`config.mk`:
```
export PLATFORM = sky130hd
export DESIGN_NAME = rename_regfile
export DESIGN_NICKNAME = d
export VERILOG_FILES = /design/src/rtl/rename_regfile_pkg.sv /design/src/rtl/rename_ckpt_bank.sv /design/src/rtl/rename_regfile.sv
export SDC_FILE = /design/constraint.sdc
export NUM_CORES = 2
export LEC_CHECK = 0
export BUFFER_PORTS_ARGS = -buffer_cell sky130_fd_sc_hd__buf_2
export CAP_MARGIN = 25
export CORE_AREA = 2 2 501 503
export DETAILED_ROUTE_END_ITERATION = 6
export DIE_AREA = 0 0 503 505
export GPL_TIMING_DRIVEN = 0
export PLACE_DENSITY = 0.54
export SLEW_MARGIN = 0
export SYNTH_ARGS = -nofsm -noshare
export SYNTH_HDL_FRONTEND = slang
export SYNTH_SLANG_ARGS = --single-unit
```
`constraint.sdc`:
```
create_clock -name clk -period 3.1 [get_ports clk]
set_input_delay 0.31 -clock clk [delete_from_list [all_inputs] [get_ports clk]]
set_output_delay 0.31 -clock clk [all_outputs]
set_load 0.02 [all_outputs]
```
`src/rtl/rename_regfile_pkg.sv`:
```
// rtl/rename_regfile_pkg.sv - shared widths, sentinels and tag-table helpers for the rename register file
package rename_regfile_pkg;

    localparam int REGNUM       = 32;
    localparam int BRNUM        = 4;
    localparam int TagBus       = 5;
    localparam int DataBus      = 32;
    localparam int RegAddrBus   = 5;
    localparam int BranchTagBus = 2;

    localparam logic [TagBus-1:0]  tagFree  = 5'b10000;
    localparam logic [DataBus-1:0] dataFree = 32'h0;

    typedef logic [REGNUM-1:0][TagBus-1:0] tag_table_t;

    // A committing ROB tag no longer names a pending producer anywhere in a table.
    function automatic tag_table_t commit_clear(input tag_table_t tbl,
                                                input logic en,
                                                input logic [TagBus-1:0] ctag);
        tag_table_t r;
        r = tbl;
        for (int i = 0; i < REGNUM; i++) begin
            if (en && (tbl[i] == ctag)) r[i] = tagFree;
        end
        return r;
    endfunction

endpackage

```
`src/rtl/rename_ckpt_bank.sv`:
```
// rtl/rename_ckpt_bank.sv - one branch checkpoint slot: capture, commit clear, readout
module rename_ckpt_bank
    import rename_regfile_pkg::*;
(
    input  logic              clk,
    input  logic              rst,
    input  logic              cap_en_i,
    input  tag_table_t        cap_tbl_i,
    input  logic              clr_en_i,
    input  logic [TagBus-1:0] clr_tag_i,
    output tag_table_t        tbl_o
);

    tag_table_t tbl_q, tbl_d;

    always_comb begin
        tbl_d = commit_clear(tbl_q, clr_en_i, clr_tag_i);
        if (cap_en_i) tbl_d = cap_tbl_i;
    end

    always_ff @(posedge clk) begin
        if (rst) tbl_q <= {REGNUM{tagFree}};
        else     tbl_q <= tbl_d;
    end

    assign tbl_o = tbl_q;

endmodule

```
`src/rtl/rename_regfile.sv`:
```
// rtl/rename_regfile.sv - renamed architectural register file with commit bypass and branch checkpoints
module rename_regfile
    import rename_regfile_pkg::*;
(
    input  logic                    clk,
    input  logic                    rst,
    input  logic                    enCom,
    input  logic [TagBus-1:0]       ComTag,
    input  logic [RegAddrBus-1:0]   ComAddr,
    input  logic [DataBus-1:0]      ComData,
    input  logic [RegAddrBus-1:0]   ReadAddrO,
    input  logic [RegAddrBus-1:0]   ReadAddrT,
    output logic [TagBus-1:0]       ReadTagO,
    output logic [TagBus-1:0]       ReadTagT,
    output logic [DataBus-1:0]      ReadDataO,
    output logic [DataBus-1:0]      ReadDataT,
    input  logic                    dispEn,
    input  logic [RegAddrBus-1:0]   dispRd,
    input  logic [TagBus-1:0]       dispTag,
    input  logic                    bCheckEn,
    input  logic [BranchTagBus-1:0] bCheckNum,
    input  logic                    bFreeEn,
    input  logic [BranchTagBus-1:0] bFreeNum,
    input  logic                    misTaken,
    output logic [BRNUM-1:0]        ckptValid
);

    tag_table_t         tag_q, tag_d;
    tag_table_t         ck_tbl [BRNUM];
    logic [DataBus-1:0] data_q [REGNUM];
    logic [BRNUM-1:0]   valid_q, valid_d;
    logic               mis;

    assign mis       = bFreeEn & misTaken;
    assign ckptValid = valid_q;

    for (genvar s = 0; s < BRNUM; s++) begin : g_ckpt
        rename_ckpt_bank u_bank (
            .clk       (clk),
            .rst       (rst),
            .cap_en_i  (bCheckEn && !mis && (bCheckNum == BranchTagBus'(s))),
            .cap_tbl_i (tag_d),
            .clr_en_i  (enCom),
            .clr_tag_i (ComTag),
            .tbl_o     (ck_tbl[s])
        );
    end

    // Next tag table doubles as the checkpoint capture value, so it includes this cycle's dispatch.
    always_comb begin
        if (mis) begin
            tag_d = commit_clear(ck_tbl[bFreeNum], enCom, ComTag);
        end else begin
            tag_d = commit_clear(tag_q, enCom, ComTag);
            if (dispEn && (dispRd != '0)) tag_d[dispRd] = dispTag;
        end
        tag_d[0] = tagFree;
    end

    always_comb begin
        valid_d = valid_q;
        if (mis) begin
            valid_d = '0;
        end else begin
            if (bFreeEn)  valid_d[bFreeNum]  = 1'b0;
            if (bCheckEn) valid_d[bCheckNum] = 1'b1;
        end
    end

    always_ff @(posedge clk) begin
        if (rst) begin
            tag_q   <= {REGNUM{tagFree}};
            valid_q <= '0;
            for (int i = 0; i < REGNUM; i++) data_q[i] <= '0;
        end else begin
            tag_q   <= tag_d;
            valid_q <= valid_d;
            if (enCom && (ComAddr != '0)) data_q[ComAddr] <= ComData;
        end
    end

    function automatic logic [TagBus+DataBus-1:0] read_reg(input logic [RegAddrBus-1:0] a);
        if (a == '0)                        return {tagFree, dataFree};
        else if (enCom && tag_q[a] == ComTag) return {tagFree, ComData};
        else if (tag_q[a] != tagFree)       return {tag_q[a], dataFree};
        else                                return {tagFree, data_q[a]};
    endfunction

    always_comb {ReadTagO, ReadDataO} = read_reg(ReadAddrO);
    always_comb {ReadTagT, ReadDataT} = read_reg(ReadAddrT);

endmodule

```
==> impl_metrics.toml <==
[routing]
vias = 78300
wl_per_cell_um = 43.1
dr.pass1.iters = 7
drc_errors = 1
via_per_inst = 6.66
drt_iter0_drc = 10800
drtAntennaViolNets = 0
wirelength_mm = 506

[timing]
fmax_mhz = 223
fin_ws_ns = -1.39
finClkSkew_ns = 0.0834
final.min_clock_period_ns = 4.49
post-route-period-util_pct = 145
fin_hold_ws_ns = 0.0168
hold_viol = 0
rsz0062_at_grt = "true"
slew_viol_final = 0
finalSetupViolCount = 254
worstMarginPinSlew_ns = 1.24
slew_headroom_pct = 17.1

[floorplanning]
io_pins = 151
row_count = 183
core_area_um2 = 248000
start_util_pct = 39.9
die_x_um = 503
die_area_um2 = 254000
dieHeight_um = 505

[placed_design]
placed_cell_area_um2 = 106000
io_buffers = 136
gp_congestion = 1.05
dp_hpwl_mm = 371

[worst_setup_path]
slowest_stage = "buf_4"
path_class = "input pin to output port"
required_ns = 2.79
crit_path_cell_trace = "buf_2, buf_2, buf_1, buf_4, xnor2_1, nor4_4, clkbuf_16, buf_12, mux2i_4, buf_6"
critical_path_arrival_ns = 4.18
endpoint_kind = "output port"
cpPeakStageDelay_ns = 0.59
crit_path_max_fanout = 10
critPathLaunchType = "input pin"
crit_top_cell = "buf_2"

[yosys]
yosys-top-cells-count = "edfxtp_1 (1,024), and2_1 (996), mux4_2 (844), dfxtp_1 (779), xor2_1 (660)"
yosys.area.top_type = "edfxtp_1"
synth_edf_count = 1024
synth_seq_cells = 1803
synth_most_common_cell = "edfxtp_1"
ys_seq_area_share_pct = 46.8
syn_avg_cell_area_um2 = 12.9
synth-main-ff-cell = "edfxtp_1"
netlist_area_um2 = 99100
synth.area.top_cells = "edfxtp_1 (31%), mux4_2 (19%), dfxtp_1 (16%)"
ys_warn_count = 0
async_flop_share_pct = 0
netlist.area_leader.share_pct = 31.0
syn_inst = 7657
synth.distinct_cells = 71

[cells_and_area]
multi_input_area_um2 = 50200
drive_above_1_share_pct = 24.7
register_area_um2 = 46400
fill_cells = 22500
nNetsFinal = 8313
fin_area_um2 = 116000
syn2layout_area_growth_pct = 17.1

[power]
p_leak_nw = 41.7
power_density_nw_per_um2 = 527
ir_drop_uv = 638

[hold_path]
hold_path_class = "input pin to flip-flop"

[clock_tree]
insertion_delay_ns = 0.93
clk_pin_slew_ns = 0.06
cts_tree = "done"
clock_path_buffers = 3
h-tree-depth = 4
cts-root-buf = "clkbuf_16"
cts_buffers = 206
clock-sinks = 1803

[global_route]
grt_pass1_wl_mm = 672
grt_max_degree = 33
grtUsageTotal_pct = 39.2
antenna_found_initial = 37
grt_pass1_vias = 76300
gr-total-overflow = 0

[run_status]
status = "complete, but fails checks"
failed_checks = "design-rule violations, negative setup slack"

[job]
maxCapViolations = 0
timing repair:
action | CTS | global route
endpoints found under the hold margin | 45 | 0
setup endpoints to repair | 1146 | 150
buffers inserted | 34 | 6
resized for setup | 464 | 79
hold buffers | 36 | 0
gates cloned | 4 | 0
pin swaps | 21 | 15
flip-flops by register name, indices dropped and copies added, names as in the netlist:
signal and flops:
ckptValid 4, data_q 1024, g_ckpt.u_bank.tbl_o 620, tag_q 155
per-layer routing:
metal	GRT usage, %	vias up	wire length (um)
met4	29.0	10	47000
met2	60.1	5983	226000
met5	0.152	-	119
met1	47.0	40200	179000
li1	-	30300	-
met3	10.8	1821	54300
cell type report:
type	instances	share of cell area [%]
antenna	15	0.0324
tap	3330	3.59
sequential	1803	40.0
multi-input combinational	5054	43.3
buffer	707	3.10
clock buffer	266	4.84
clock inverter	113	1.08
inverter	120	0.388
timing repair buffer	348	3.62
kinds of logic (layout without fill, tap and decap cells):
logic type	count (synthesis)	count (layout)	synth area share, %
xor+xnor	935	935	8.27
mux	1021	1021	21.3
compound gates	1176	1176	9.22
simple gates	1890	1890	10.9
flops	1803	1803	46.8
buf+inv	831	1554	3.59
other cells	1	47	0.00378
worst max-delay path: cells and delay by family:
kind	cells	cell delay, ns
XOR/XNOR	1	0.24
AND/OR/NAND/NOR	1	0.37
buffers and inverters	7	2.78
multiplexers	1	0.41
placed cells by master (no fill, tap or decap), types with 62 or more instances in the layout:
cell type | Yosys | final
xor2_1 | 660 | 660
mux2_2 | 76 | 76
inv_1 | 118 | 118
nor4_1 | 182 | 181
nand2_1 | 155 | 155
edfxtp_1 | 1024 | 1024
xnor2_1 | 275 | 274
and2_1 | 996 | 995
buf_8 | 2 | 95
buf_6 | 9 | 84
clkbuf_16 | 0 | 208
a22o_1 | 582 | 582
a31oi_1 | 170 | 166
a22oi_1 | 119 | 115
clkbuf_1 | 454 | 411
nor2_1 | 229 | 220
nor2b_1 | 71 | 71
clkbuf_2 | 0 | 62
buf_2 | 163 | 186
a21oi_1 | 109 | 109
nand3_1 | 99 | 89
buf_4 | 16 | 115
dfxtp_1 | 779 | 746
mux4_2 | 844 | 850
final timing paths:
path | from | endpoint | slack [ns] | cells after the start
min | bCheckEn | g_ckpt[2].u_bank.tbl_o[19]$_SDFFE_PP1P_ | 0.02 | 5
min reg2reg | g_ckpt[3].u_bank.tbl_o[104]$_SDFFE_PP1P_ | g_ckpt[3].u_bank.tbl_o[104]$_SDFFE_PP1P_ | 0.47 | 2
max | ComTag[4] | ReadDataO[29] | -1.39 | 10
max reg2reg | g_ckpt[3].u_bank.tbl_o[96]$_SDFFE_PP0P_ | g_ckpt[3].u_bank.tbl_o[96]$_SDFFE_PP0P_ | 0.46 | 7
through the flow:
| stage | utilization (%) | power (W) | instances | worst slack [ns] | setup TNS, ns |
|---|---|---|---|---|---|
| global placement | 41.9 | 0.0351 | 11200 | -3.58 | -4801.69 |
| detailed placement | 42.9 | 0.0355 | 11300 | -2.91 | -2451.54 |
| global route | 46.7 | 0.0621 | 11800 | -1.34 | -90.09 |
| CTS | 46.6 | 0.0608 | 11700 | -1.32 | -87.84 |
| floorplan | - | 0.0313 | 7688 | -0.0157 | -0.314 |
| finish | 46.7 | 0.0611 | 11800 | -1.39 | -103.91 |
report_power, final:
group	internal, W	switching (W)	leakage (nW)
clock network	0.0141	0.0112	3.34
registers	0.0260	0.000396	16.0
logic	0.00340	0.00602	22.3
(Power assumes the default switching activity.)
